==> src/rtl/mac_tx_header_insert.sv <==
// Prepends destination MAC, source MAC and EtherType to a byte-wide payload stream,
// truncating payloads longer than MAX_PAYLOAD_LENGTH and flagging them as errored.
module mac_tx_header_insert #(
   parameter int unsigned MAX_PAYLOAD_LENGTH = 1500,
   parameter int unsigned CNT_WDTH           = $clog2(MAX_PAYLOAD_LENGTH + 1)
) (
   input  logic        clk,
   input  logic        reset,
   input  logic [47:0] mac_address,
   input  logic        hdr_valid,
   output logic        hdr_ready,
   input  logic [47:0] hdr_dest_mac,
   input  logic [15:0] hdr_ethertype,
   input  logic [7:0]  s_tdata,
   input  logic        s_tvalid,
   output logic        s_tready,
   input  logic        s_tuser,
   input  logic        s_tlast,
   output logic [7:0]  m_tdata,
   output logic        m_tvalid,
   input  logic        m_tready,
   output logic        m_tuser,
   output logic        m_tlast,
   output logic        oversize_err,
   output logic [15:0] frame_count
);

   localparam logic [1:0] IDLE    = 2'd0;
   localparam logic [1:0] HEADER  = 2'd1;
   localparam logic [1:0] PAYLOAD = 2'd2;
   localparam logic [1:0] DROP    = 2'd3;

   localparam logic [CNT_WDTH-1:0] PAY_LAST = CNT_WDTH'(MAX_PAYLOAD_LENGTH - 1);

   logic [1:0]          state_q, state_d;
   logic [3:0]          hdr_idx_q, hdr_idx_d;
   logic [CNT_WDTH-1:0] pay_cnt_q, pay_cnt_d;
   logic [47:0]         dest_q, dest_d;
   logic [47:0]         src_q, src_d;
   logic [15:0]         type_q, type_d;
   logic                oversize_q, oversize_d;
   logic [15:0]         frame_count_q, frame_count_d;

   logic [13:0][7:0]    hdr_bytes;
   logic                at_max;

   // Element 13 is the first byte on the wire (dest[47:40]).
   assign hdr_bytes = {dest_q, src_q, type_q};
   assign at_max    = (pay_cnt_q == PAY_LAST);

   always_comb begin
      state_d       = state_q;
      hdr_idx_d     = hdr_idx_q;
      pay_cnt_d     = pay_cnt_q;
      dest_d        = dest_q;
      src_d         = src_q;
      type_d        = type_q;
      oversize_d    = 1'b0;
      frame_count_d = frame_count_q;
      hdr_ready     = 1'b0;
      s_tready      = 1'b0;
      m_tvalid      = 1'b0;
      m_tdata       = '0;
      m_tlast       = 1'b0;
      m_tuser       = 1'b0;

      case (state_q)
         IDLE: begin
            hdr_ready = 1'b1;
            if (hdr_valid) begin
               dest_d    = hdr_dest_mac;
               src_d     = mac_address;
               type_d    = hdr_ethertype;
               hdr_idx_d = '0;
               state_d   = HEADER;
            end
         end
         HEADER: begin
            m_tvalid = 1'b1;
            m_tdata  = hdr_bytes[4'd13 - hdr_idx_q];
            if (m_tready) begin
               if (hdr_idx_q == 4'd13) begin
                  pay_cnt_d = '0;
                  state_d   = PAYLOAD;
               end else begin
                  hdr_idx_d = hdr_idx_q + 4'd1;
               end
            end
         end
         PAYLOAD: begin
            m_tdata  = s_tdata;
            m_tvalid = s_tvalid;
            s_tready = m_tready;
            m_tlast  = s_tlast | at_max;
            // A genuine tlast on the final allowed byte is a normal frame, not a truncation.
            m_tuser  = s_tuser | (at_max & ~s_tlast);
            if (s_tvalid && m_tready) begin
               pay_cnt_d = pay_cnt_q + CNT_WDTH'(1);
               if (s_tlast) begin
                  frame_count_d = frame_count_q + 16'd1;
                  state_d       = IDLE;
               end else if (at_max) begin
                  oversize_d    = 1'b1;
                  frame_count_d = frame_count_q + 16'd1;
                  state_d       = DROP;
               end
            end
         end
         DROP: begin
            s_tready = 1'b1;
            if (s_tvalid && s_tlast) begin
               state_d = IDLE;
            end
         end
         default: state_d = IDLE;
      endcase
   end

   always_ff @(posedge clk) begin
      if (reset) begin
         state_q       <= IDLE;
         hdr_idx_q     <= '0;
         pay_cnt_q     <= '0;
         dest_q        <= '0;
         src_q         <= '0;
         type_q        <= '0;
         oversize_q    <= 1'b0;
         frame_count_q <= '0;
      end else begin
         state_q       <= state_d;
         hdr_idx_q     <= hdr_idx_d;
         pay_cnt_q     <= pay_cnt_d;
         dest_q        <= dest_d;
         src_q         <= src_d;
         type_q        <= type_d;
         oversize_q    <= oversize_d;
         frame_count_q <= frame_count_d;
      end
   end

   assign oversize_err = oversize_q;
   assign frame_count  = frame_count_q;

endmodule

==> config.mk <==
export PLATFORM = sky130hd
export DESIGN_NAME = mac_tx_header_insert
export DESIGN_NICKNAME = d
export VERILOG_FILES = /design/src/rtl/mac_tx_header_insert.sv
export SDC_FILE = /design/constraint.sdc
export NUM_CORES = 1
export LEC_CHECK = 0
export ABC_CLOCK_PERIOD_IN_PS = 4100
export BUFFER_PORTS_ARGS = -buffer_cell sky130_fd_sc_hd__buf_2
export CAP_MARGIN = 30
export CORE_MARGIN = 2
export CORE_UTILIZATION = 50
export CTS_BUF_LIST = sky130_fd_sc_hd__clkbuf_16
export DETAILED_ROUTE_END_ITERATION = 7
export GPL_TIMING_DRIVEN = 0
export HOLD_SLACK_MARGIN = 0.08
export PLACE_DENSITY = 0.75
export RECOVER_POWER = 50
export SLEW_MARGIN = 40
export SYNTH_ARGS = -nofsm -noshare
export SYNTH_HDL_FRONTEND = slang
export SYNTH_SLANG_ARGS = --single-unit
==> constraint.sdc <==
create_clock -name clk -period 4.1 [get_ports clk]
set_input_delay 0.205 -clock clk [delete_from_list [all_inputs] [get_ports clk]]
set_output_delay 0.205 -clock clk [all_outputs]
set_load 0.02 [all_outputs]
==> results of run 1 <==
## worst paths after layout
path | from | end | slack (ps) | cells past startpoint
worst min-delay path | mac_address[6] | src_q[6]$_SDFFE_PP0P_ | 120 | 3
worst min register to register | src_q[5]$_SDFFE_PP0P_ | src_q[5]$_SDFFE_PP0P_ | 450 | 2
worst max register to register | hdr_idx_q[1]$_SDFFE_PP0P_ | pay_cnt_q[3]$_SDFFE_PP0P_ | 910 | 12
worst max-delay path | hdr_idx_q[1]$_SDFFE_PP0P_ | m_tdata[4] | 230 | 12
## registers in the layout (all words and copies together), names as in the netlist
name          count
dest_q           48
src_q            48
frame_count      16
type_q           16
pay_cnt_q        11
hdr_idx_q         4
state_q           2
oversize_err      1
## layout make-up
class / count / area share (%)
flip-flops and latches: 146 / 31.0
multi-input cells: 601 / 37.4
well taps: 176 / 2.34
inverters: 10 / 0.398
clock buffers: 17 / 4.51
repair buffers: 267 / 19.8
clock inverters: 14 / 1.82
plain buffers: 62 / 2.68
diodes: 1 / 0.0265
## power by group
part	switching, W	internal [W]	leakage (nW)
combinational	0.000880	0.000529	2.19
clock	0.000583	0.00100	0.294
sequential	0.000113	0.00162	1.19
total	0.00158	0.00315	3.68
## critical path: stages, from the launching register on
cell                       delay, ps
sky130_fd_sc_hd__dfxtp_1         400
sky130_fd_sc_hd__buf_2           290
sky130_fd_sc_hd__buf_2           340
sky130_fd_sc_hd__clkbuf_4        320
sky130_fd_sc_hd__buf_4           260
sky130_fd_sc_hd__inv_1            70
sky130_fd_sc_hd__ha_1            320
sky130_fd_sc_hd__or2_2           280
sky130_fd_sc_hd__clkbuf_1        210
sky130_fd_sc_hd__o22ai_1         260
sky130_fd_sc_hd__o221ai_1        200
sky130_fd_sc_hd__nand2_1         120
sky130_fd_sc_hd__buf_2           180
## cells in the mapped netlist, types with 4 or more instances
cell	n	area share [%]
sky130_fd_sc_hd__a21oi_1	139	10
sky130_fd_sc_hd__buf_1	5	0.28
sky130_fd_sc_hd__o22ai_1	7	0.65
sky130_fd_sc_hd__nand3_1	11	0.82
sky130_fd_sc_hd__ha_1	11	2.0
sky130_fd_sc_hd__o31ai_1	18	2.0
sky130_fd_sc_hd__nand2_1	253	14
sky130_fd_sc_hd__mux4_2	16	5.3
sky130_fd_sc_hd__nand4_1	8	0.74
sky130_fd_sc_hd__and4_1	4	0.52
sky130_fd_sc_hd__nor2_1	9	0.50
sky130_fd_sc_hd__buf_2	8	0.59
sky130_fd_sc_hd__mux2i_1	24	3.6
sky130_fd_sc_hd__inv_1	10	0.56
sky130_fd_sc_hd__dfxtp_1	146	43
sky130_fd_sc_hd__o21ai_0	13	0.96
sky130_fd_sc_hd__clkbuf_1	47	2.6
sky130_fd_sc_hd__mux2_2	11	1.8
sky130_fd_sc_hd__or4_1	18	2.0
sky130_fd_sc_hd__o221ai_1	8	1.0
sky130_fd_sc_hd__nor2b_1	7	0.65
sky130_fd_sc_hd__or3_1	4	0.37
## metrics by stage
step	std cells	setup slack, ps	total power (W)
global route	1293	50.1	0.00494
finish	1294	234	0.00472
global placement	1151	532	0.00301
CTS	1293	66.1	0.00470
detailed placement	1151	519	0.00304
floorplan	819	1230	0.00262
## kinds of logic (layout without fill, tap and decap cells)
| family | after synthesis | in the layout | share of synthesized area, % |
|---|---|---|---|
| buffers and inverters | 72 | 370 | 4.27 |
| adders and majority gates | 11 | 11 | 2.04 |
| AOI/OAI and AO/OA | 201 | 201 | 17.0 |
| and+or+nand+nor | 336 | 336 | 22.1 |
| xor gates and xnor gates | 1 | 1 | 0.130 |
| DFF | 146 | 146 | 43.3 |
| other | 0 | 1 | 0 |
| muxes | 52 | 52 | 11.1 |
## metal layers
metal | routed length (µm) | GRT usage (%) | part of all wire [%] | vias to the layer above
met4 | 653 | 13.6 | 3.0 | 0
met1 | 8890 | 36.9 | 41 | 3363
li1 | - | - | - | 3450
met3 | 1690 | 6.94 | 7.8 | 54
met2 | 10500 | 51.3 | 48 | 319
met5 | 0 | 0 | 0 | -
## what timing repair did
action	in CTS	in global routing
endpoints found under the hold margin	111	0
hold buffers	111	0
endpoints found under the setup margin	0	8
resized for setup	0	3
## placed cells by master, fill, tap and decap left out, types with 3 or more instances in the layout
cell / Yosys / layout
sky130_fd_sc_hd__o22ai_1: 7 / 7
sky130_fd_sc_hd__nand2_1: 253 / 253
sky130_fd_sc_hd__a21oi_1: 139 / 139
sky130_fd_sc_hd__buf_2: 8 / 141
sky130_fd_sc_hd__clkbuf_1: 47 / 69
sky130_fd_sc_hd__mux2i_1: 24 / 24
sky130_fd_sc_hd__ha_1: 11 / 11
sky130_fd_sc_hd__and2_1: 3 / 3
sky130_fd_sc_hd__nor2_1: 9 / 9
sky130_fd_sc_hd__o31ai_1: 18 / 18
sky130_fd_sc_hd__nand3_1: 11 / 11
sky130_fd_sc_hd__inv_1: 10 / 11
sky130_fd_sc_hd__dfxtp_1: 146 / 146
sky130_fd_sc_hd__nand4_1: 8 / 8
sky130_fd_sc_hd__clkbuf_16: 0 / 17
sky130_fd_sc_hd__o221ai_1: 8 / 8
sky130_fd_sc_hd__a21boi_0: 3 / 3
sky130_fd_sc_hd__nand2b_1: 3 / 3
sky130_fd_sc_hd__bufinv_16: 0 / 4
sky130_fd_sc_hd__mux2_2: 11 / 10
sky130_fd_sc_hd__nor4_1: 3 / 3
sky130_fd_sc_hd__mux4_2: 16 / 16
sky130_fd_sc_hd__nor4b_1: 2 / 3
sky130_fd_sc_hd__clkinv_2: 0 / 5
sky130_fd_sc_hd__or3_1: 4 / 4
sky130_fd_sc_hd__or4_1: 18 / 18
sky130_fd_sc_hd__o21ai_0: 13 / 13
sky130_fd_sc_hd__and4_1: 4 / 4
sky130_fd_sc_hd__dlygate4sd3_1: 0 / 111
sky130_fd_sc_hd__a2111o_1: 3 / 3
sky130_fd_sc_hd__buf_1: 5 / 4
sky130_fd_sc_hd__or2_2: 3 / 3
sky130_fd_sc_hd__nor2b_1: 7 / 7
==> results_dict.tcl, run 1 <==
set metrics [dict create \
    run_status "complete, no violations" \
    clk_skew_ps 3.79 \
    hold_class "in -> reg" \
    syn_avg_cell_area_um2 8.24 \
    peakVddDrop_v 0.000292 \
    grt_util_all_layers_pct 30.4 \
    drt_iter0_drc 764 \
    ctsRootBufferMaster "sky130_fd_sc_hd__clkbuf_16" \
    place.gp.congestion 0.867 \
    max_clock_freq_mhz 259 \
    synth.lib_cells_used.distinct 47 \
    cp_startpoint_kind "flip-flop" \
    fin_setup_tns_ps 0 \
    multiInputGateArea_mm2 0.00353 \
    initial_core_util_pct 51.1 \
    cts_setup_buffers 0 \
    cts_tree "built" \
    mappedNetlistArea_mm2 0.00675 \
    postSynth.asyncResetShare_pct 0 \
    io_buffers 156 \
    finalSetupViolCount 0 \
    area_delta_synth_final_pct 39.7 \
    htree_levels 4 \
    route.vias.total 7186 \
    unrepaired_setup_endpoints_after_global_routing "no" \
    hold_violation_total_from_the_final_report 0 \
    grt_antenna_before_repair 1 \
    postPlaceCellArea_mm2 0.00775 \
    route.detailed.vias_per_inst 5.55 \
    p_leak_nw 3.68 \
    die_extent_in_x_um 120 \
    slew_headroom_pct 57.6 \
    numClockSinks 146 \
    postSynthCellCount 819 \
    tritoncts.num_buffers 17 \
    worst-setup-path-type "reg -> out" \
    synth-edff-count 0 \
    fill_cells 993 \
    die_boundary_height_um 120 \
    ys_dominant_reg_cell "sky130_fd_sc_hd__dfxtp_1" \
    crit_fanout 10 \
    path_clk_slew_ps 60 \
    synth_fp_nets 957 \
    synth_seq_cells 146 \
    layout-drive-gt1-share_pct 18.3 \
    num-nets-final 1243 \
    maxCapViolations 0 \
    synthesis.yosys.warnings 0 \
    timing_max_transition_violations_final 0 \
    first_global_vias 7095 \
    worst_ep_required_time_ps 3890 \
    avgRoutedWirePerCell_um 16.8 \
    tightest_slew_ps 636 \
    core_area_mm2 0.0132 \
    end_kind "output pin" \
    drtAntennaViolNets 0 \
    regArea_mm2 0.00292 \
    boundaryPins 157 \
    hold_ws_ps 116 \
    grt-ovfl-total 0 \
    critPathArrivalTime_ps 3660 \
    drt_drc_violations_left 0 \
    clock_tree.buffer_depth 2 \
    fin_area_mm2 0.00943 \
    finish.utilization_pct 71.5 \
    first_pass_iters 5 \
    number_of_rows_in_the_core_area 42 \
    yosysSeqAreaShare_pct 43.3 \
    drt-total-wl_um 21700 \
    power_per_cell_area_mw_per_mm2 501 \
    clk_latency_ps 420 \
    first_pass_grt_wire_length_um 34500 \
    dieArea_mm2 0.0144 \
    final.period_utilization_pct 94.3 \
    maximum_number_of_pins_on_one_net_before_global_route_repair 17 \
    detailedPlacementHpwl_um 13900 \
    final.min_clock_period_ps 3870 \
]
(Power assumes the default switching activity.)
==> inputs of run 2 (changes only) <==
- ABC_AREA: default -> 1
- ABC_CLOCK_PERIOD_IN_PS: 4100 -> 3360
- PLACE_DENSITY: 0.75 -> 0.77
- clock period: 4.1 -> 3.36 ns (I/O delays scaled with it)
==> results_dict.tcl, run 2 <==
set metrics [dict create \
    final.period_utilization_pct 96.1 \
    first_global_vias 7591 \
    first_pass_iters 5 \
    end_kind "output pin" \
    drtAntennaViolNets 0 \
    timing_max_transition_violations_final 0 \
    netlist.top_cell.by_area "sky130_fd_sc_hd__dfxtp_1" \
    htree_levels 4 \
    grt-ovfl-total 0 \
    slew_headroom_pct 44.5 \
    die_extent_in_x_um 124 \
    synth-edff-count 0 \
    path_clk_slew_ps 60 \
    max_clock_freq_mhz 310 \
    run_status "complete, no violations" \
    num-nets-final 1489 \
    clk_skew_ps 7.31 \
    clk_latency_ps 430 \
    final.min_clock_period_ps 3230 \
    numClockSinks 146 \
    drt_drc_violations_left 0 \
    hold_violation_total_from_the_final_report 0 \
    post-synth-top-count-cell "sky130_fd_sc_hd__nand2_1" \
    synth_top_area_share_pct 40.3 \
    tightest_slew_ps 832 \
    worst_ep_required_time_ps 3190 \
    avgRoutedWirePerCell_um 15.0 \
    cp_startpoint_kind "flip-flop" \
    postSynthCellCount 1078 \
    ys_dominant_reg_cell "sky130_fd_sc_hd__dfxtp_1" \
    number_of_rows_in_the_core_area 43 \
    synth_seq_cells 146 \
    io_buffers 156 \
    finish.utilization_pct 69.0 \
    maximum_number_of_pins_on_one_net_before_global_route_repair 17 \
    synthTopCellsByCount "sky130_fd_sc_hd__nand2_1, sky130_fd_sc_hd__nor2_1, sky130_fd_sc_hd__dfxtp_1" \
    p_leak_nw 4.27 \
    place.gp.congestion 0.913 \
    layout-drive-gt1-share_pct 14.4 \
    drt-total-wl_um 23200 \
    mappedNetlistArea_mm2 0.00725 \
    route.detailed.vias_per_inst 5.23 \
    boundaryPins 157 \
    route.vias.total 8071 \
    synth_fp_nets 1216 \
    postSynth.asyncResetShare_pct 0 \
    initial_core_util_pct 51.6 \
    critPathArrivalTime_ps 3060 \
    insertedDiodeCount 0 \
    area_delta_synth_final_pct 33.6 \
    yosys-top-cells-area "sky130_fd_sc_hd__dfxtp_1, sky130_fd_sc_hd__nand2_1, sky130_fd_sc_hd__nor2_1" \
    grt_antenna_before_repair 0 \
    hold_class "in -> reg" \
    most_common_cell_after_layout_fill_and_taps_aside "sky130_fd_sc_hd__nand2_1" \
    yosysSeqAreaShare_pct 40.3 \
    largest_registers_in_the_final_layout "dest_q x48, src_q x48" \
    worst-setup-path-type "reg -> out" \
    finalSetupViolCount 0 \
    ctsRootBufferMaster "sky130_fd_sc_hd__clkbuf_16" \
    unrepaired_setup_endpoints_after_global_routing "no" \
    cts_tree "built" \
    place.detailed.instances 1414 \
    fin_setup_tns_ps 0 \
    grt_util_all_layers_pct 29.4 \
    peakVddDrop_v 0.000373 \
    dieArea_mm2 0.0155 \
    crit_fanout 10 \
    finish.cell_count_without_fillers 1544 \
    maxCapViolations 0 \
    most_used_cells_in_the_layout_excluding_fill_and_tap_cells "sky130_fd_sc_hd__nand2_1, sky130_fd_sc_hd__nor2_1, sky130_fd_sc_hd__buf_2, sky130_fd_sc_hd__dfxtp_1, sky130_fd_sc_hd__o21ai_0" \
    syn_avg_cell_area_um2 6.72 \
    die_boundary_height_um 124 \
    detailedPlacementHpwl_um 15500 \
    first_pass_grt_wire_length_um 36700 \
    core_area_mm2 0.0140 \
    clock_tree.buffer_depth 2 \
    synth.lib_cells_used.distinct 39 \
    power_per_cell_area_mw_per_mm2 648 \
    drt_iter0_drc 753 \
    tritoncts.num_buffers 17 \
    cts_setup_buffers 0 \
    synthesis.yosys.warnings 0 \
]
-- run 2: cell type report --
class | instances | area (µm²)
plain buffers | 61 | 298
clock buffers | 17 | 425
clock inverters | 15 | 128
fillers | 1232 | 4360
inverters | 93 | 349
multi-input cells | 778 | 3600
flip-flops and latches | 146 | 2920
well taps | 180 | 225
repair buffers | 254 | 1740
-- run 2: cell families (layout without fill, tap and decap cells) --
logic type / after synthesis / in the layout / share of synthesized area [%]
xor+xnor: 12 / 12 / 1.55
simple gates: 545 / 545 / 32.2
compound gates: 210 / 210 / 14.8
fa+ha+maj: 11 / 11 / 1.90
flops: 146 / 146 / 40.3
buf+inv: 154 / 440 / 9.15
-- run 2: what timing repair did --
item | in CTS | in global routing
setup endpoints to repair | 0 | 3
endpoints found under the hold margin | 98 | 0
hold buffers | 98 | 0
gates resized for setup | 0 | 5
-- run 2: path summary, 6_finish.rpt --
path	slack, ps	cells past startpoint	to	from
hold reg to reg	450	2	dest_q[44]$_SDFFE_PP0P_	dest_q[44]$_SDFFE_PP0P_
setup reg to reg	690	8	frame_count[9]$_SDFFE_PP0P_	state_q[0]$_SDFFE_PP0P_
setup / recovery	130	12	m_tdata[3]	hdr_idx_q[1]$_SDFFE_PP0P_
hold / removal	90	3	dest_q[9]$_SDFFE_PP0P_	hdr_dest_mac[9]
-- run 2: per-layer routing --
layer	GRT usage [%]	routed length (µm)
met1	37.7	10100
met2	48.4	10900
met3	5.80	1510
met4	12.2	688
met5	0	0
-- run 2: per-stage QoR --
step / cell area (µm²) / worst slack, ps / power (W) / hold WS [ps]
floorplan: 7250 / 1050 / 0.00380 / 333
global placement: 8250 / 583 / 0.00436 / 418
detailed placement: 8250 / 541 / 0.00441 / 424
CTS: 9790 / 75.5 / 0.00627 / 80.6
global route: 9680 / 28.1 / 0.00663 / 88.7
finish: 9680 / 132 / 0.00628 / 85.9
-- run 2: power by group --
part | internal (W) | switching (W)
logic | 0.000761 | 0.00145
registers | 0.00210 | 0.000163
clock network | 0.00107 | 0.000728
-- run 2: worst max-delay path: stages (launching register included) --
cell,delay [ps]
sky130_fd_sc_hd__dfxtp_1,400
sky130_fd_sc_hd__buf_4,220
sky130_fd_sc_hd__inv_2,90
sky130_fd_sc_hd__buf_2,200
sky130_fd_sc_hd__ha_1,300
sky130_fd_sc_hd__buf_2,180
sky130_fd_sc_hd__inv_2,160
sky130_fd_sc_hd__clkbuf_4,260
sky130_fd_sc_hd__nand3_1,110
sky130_fd_sc_hd__nand3_1,130
sky130_fd_sc_hd__nand3_1,80
sky130_fd_sc_hd__a21oi_1,260
sky130_fd_sc_hd__buf_2,230
==> inputs of run 3 (changes only) <==
- CORE_UTILIZATION: 50 -> 45
- PLACE_DENSITY: 0.77 -> 0.71
==> results_dict.tcl, run 3 (synthesis results as in run 2) <==
set metrics [dict create \
    htree_levels 4 \
    critical_path.reg2reg.startpoint "state_q[0]$_SDFFE_PP0P_" \
    power_switching_w 0.00234 \
    boundaryPins 157 \
    cts_setup_buffers 0 \
    r2r_cells 8 \
    tritoncts.num_buffers 17 \
    initial_core_util_pct 45.8 \
    max_clock_freq_mhz 314 \
    clk_latency_ps 430 \
    crit_fanout 10 \
    postPlaceCellArea_mm2 0.00830 \
    cp_startpoint_kind "flip-flop" \
    gr-usage-met1_pct 35.4 \
    grt_util_all_layers_pct 26.8 \
    grt_antenna_before_repair 0 \
    maximum_number_of_pins_on_one_net_before_global_route_repair 17 \
    critPathArrivalTime_ps 3020 \
    endpoint_of_the_most_critical_register_to_register_path "frame_count[14]$_SDFFE_PP0P_" \
    p_seq_share_pct 35.1 \
    cts_tree "built" \
    layout-drive-gt1-share_pct 14.6 \
    path_clk_slew_ps 60 \
    fill_cells 1436 \
    place.gp.congestion 0.923 \
    most_used_cells_in_the_layout_excluding_fill_and_tap_cells "sky130_fd_sc_hd__nand2_1, sky130_fd_sc_hd__nor2_1, sky130_fd_sc_hd__buf_2, sky130_fd_sc_hd__dfxtp_1, sky130_fd_sc_hd__o21ai_0" \
    fin_area_mm2 0.00991 \
    clock_tree.buffer_depth 2 \
    clk_skew_ps 9.00 \
    worst_ep_required_time_ps 3190 \
    core_area_mm2 0.0158 \
    largest_registers_in_the_final_layout "dest_q x48, src_q x48" \
    number_of_rows_in_the_core_area 46 \
    first_pass_iters 5 \
    first_pass_grt_wire_length_um 35700 \
    dieArea_mm2 0.0171 \
    slew_headroom_pct 44.0 \
    endpoint "m_tdata[1]" \
    preCtsSetupSlack_ps 705 \
    detailedPlacementHpwl_um 15400 \
    p_sw_share_pct 36.3 \
    drtAntennaViolNets 0 \
    die_extent_in_x_um 131 \
    numClockSinks 146 \
    run_status "complete, no violations" \
    grtUsageMet3_pct 5.21 \
    area_delta_synth_final_pct 36.7 \
    p_leak_nw 4.33 \
    tightest_slew_ps 840 \
    met2_usage_pct 43.8 \
    peakVddDrop_v 0.000419 \
    p_int_w 0.00410 \
    postLayoutSetupSlackWorst_ps 172 \
    ctsRootBufferMaster "sky130_fd_sc_hd__clkbuf_16" \
    avgRoutedWirePerCell_um 14.3 \
    first_global_vias 7437 \
    io_buffers 156 \
    final.period_utilization_pct 94.9 \
    num-nets-final 1500 \
    maxCapViolations 0 \
    power_per_cell_area_mw_per_mm2 651 \
    unrepaired_setup_endpoints_after_global_routing "no" \
    timing.reg2reg.setup_slack_ps 780 \
    most_common_cell_after_layout_fill_and_taps_aside "sky130_fd_sc_hd__nand2_1" \
    finalSetupViolCount 0 \
    drt_drc_violations_left 0 \
    drt-total-wl_um 22700 \
    end_kind "output pin" \
    gr-max-usage-layer "met2" \
    insertedDiodeCount 0 \
    hold_violation_total_from_the_final_report 0 \
    worst-setup-path-type "reg -> out" \
    worstSetupStartpoint "hdr_idx_q[1]$_SDFFE_PP0P_" \
    timing_max_transition_violations_final 0 \
    final.min_clock_period_ps 3190 \
    grt-ovfl-total 0 \
    route.vias.total 8003 \
    fin_setup_tns_ps 0 \
    die_boundary_height_um 131 \
    drt_iter0_drc 528 \
    postCtsResizedCells 0 \
    share_of_power_burned_in_the_clock_network_pct 30.9 \
    route.detailed.vias_per_inst 5.03 \
    pwr-share-comb_pct 34.1 \
    hold_class "in -> reg" \
]
run 3: changes by cell type in the layout (fill, tap and decap cells not counted), sizes merged:
| cell | delta |
|---|---|
| bufinv | +2 |
| inv | -1 |
| clkbuf | -1 |
| buf | +1 |
| clkinv | -4 |
| dlygate4sd3 | +11 |
| clkinvlp | +3 |
run 3: per-layer routing:
metal	part of all wire, %	vias up
met5	0	-
met4	2.6	0
met3	5.9	50
met2	46	266
met1	46	3642
li1	-	4045
run 3: worst min path at each step:
stage                                start                 endpoint  slack (ps)  cells after the start
after floorplan            mac_address[33]   src_q[33]$_SDFFE_PP0P_         330                      2
after global placement     mac_address[40]   src_q[40]$_SDFFE_PP0P_         420                      3
after detailed placement   mac_address[30]   src_q[30]$_SDFFE_PP0P_         420                      3
after CTS                 hdr_dest_mac[32]  dest_q[32]$_SDFFE_PP0P_          80                      3
after global routing      hdr_dest_mac[32]  dest_q[32]$_SDFFE_PP0P_          90                      3
final                     hdr_dest_mac[37]  dest_q[37]$_SDFFE_PP0P_         110                      3
run 3: worst max-delay path, stage by stage, from the launching register on:
cell,delay (ps)
sky130_fd_sc_hd__dfxtp_1,370
sky130_fd_sc_hd__buf_2,260
sky130_fd_sc_hd__inv_2,110
sky130_fd_sc_hd__buf_2,210
sky130_fd_sc_hd__ha_1,290
sky130_fd_sc_hd__buf_2,200
sky130_fd_sc_hd__inv_2,130
sky130_fd_sc_hd__nor2_4,200
sky130_fd_sc_hd__nand3_1,140
sky130_fd_sc_hd__nand2_1,90
sky130_fd_sc_hd__inv_1,40
sky130_fd_sc_hd__nand2_1,90
sky130_fd_sc_hd__nand3_1,130
sky130_fd_sc_hd__a21oi_1,160
sky130_fd_sc_hd__buf_2,190
run 3: layout make-up:
class                           count  area, µm²  share of cell area [%]
Timing Repair Buffer              265       1850                    18.6
Clock buffer                       17        425                    4.29
Inverter                           93        349                    3.52
Clock inverter                     15        191                    1.93
Tap cell                          216        270                    2.73
Sequential cell                   146       2920                    29.5
Buffer                             61        293                    2.96
Multi-Input combinational cell    778       3610                    36.4
run 3: metrics by stage:
stage	total power (W)	utilization (%)	std cells	hold WS [ps]
finish	0.00645	62.6	1591	111
floorplan	0.00380	-	1078	333
global placement	0.00438	52.4	1450	420
global route	0.00686	62.6	1591	87.3
detailed placement	0.00441	52.4	1450	424
CTS	0.00650	63.2	1591	83.2
run 3: power by group through the flow:
stage / Clock (W) / Combinational [W] / Sequential [W]
6_report: 0.00199 / 0.00220 / 0.00226
5_1_grt: 0.00209 / 0.00247 / 0.00230
4_1_cts: 0.00201 / 0.00223 / 0.00226
3_5_place_dp: 0 / 0.00212 / 0.00229
3_3_place_gp: 0 / 0.00209 / 0.00229
2_1_floorplan: 0 / 0.00154 / 0.00225
run 3: repair_timing:
item / CTS / global route
endpoints found under the setup margin: 0 / 0
hold buffers: 109 / 0
hold endpoints to repair: 109 / 0
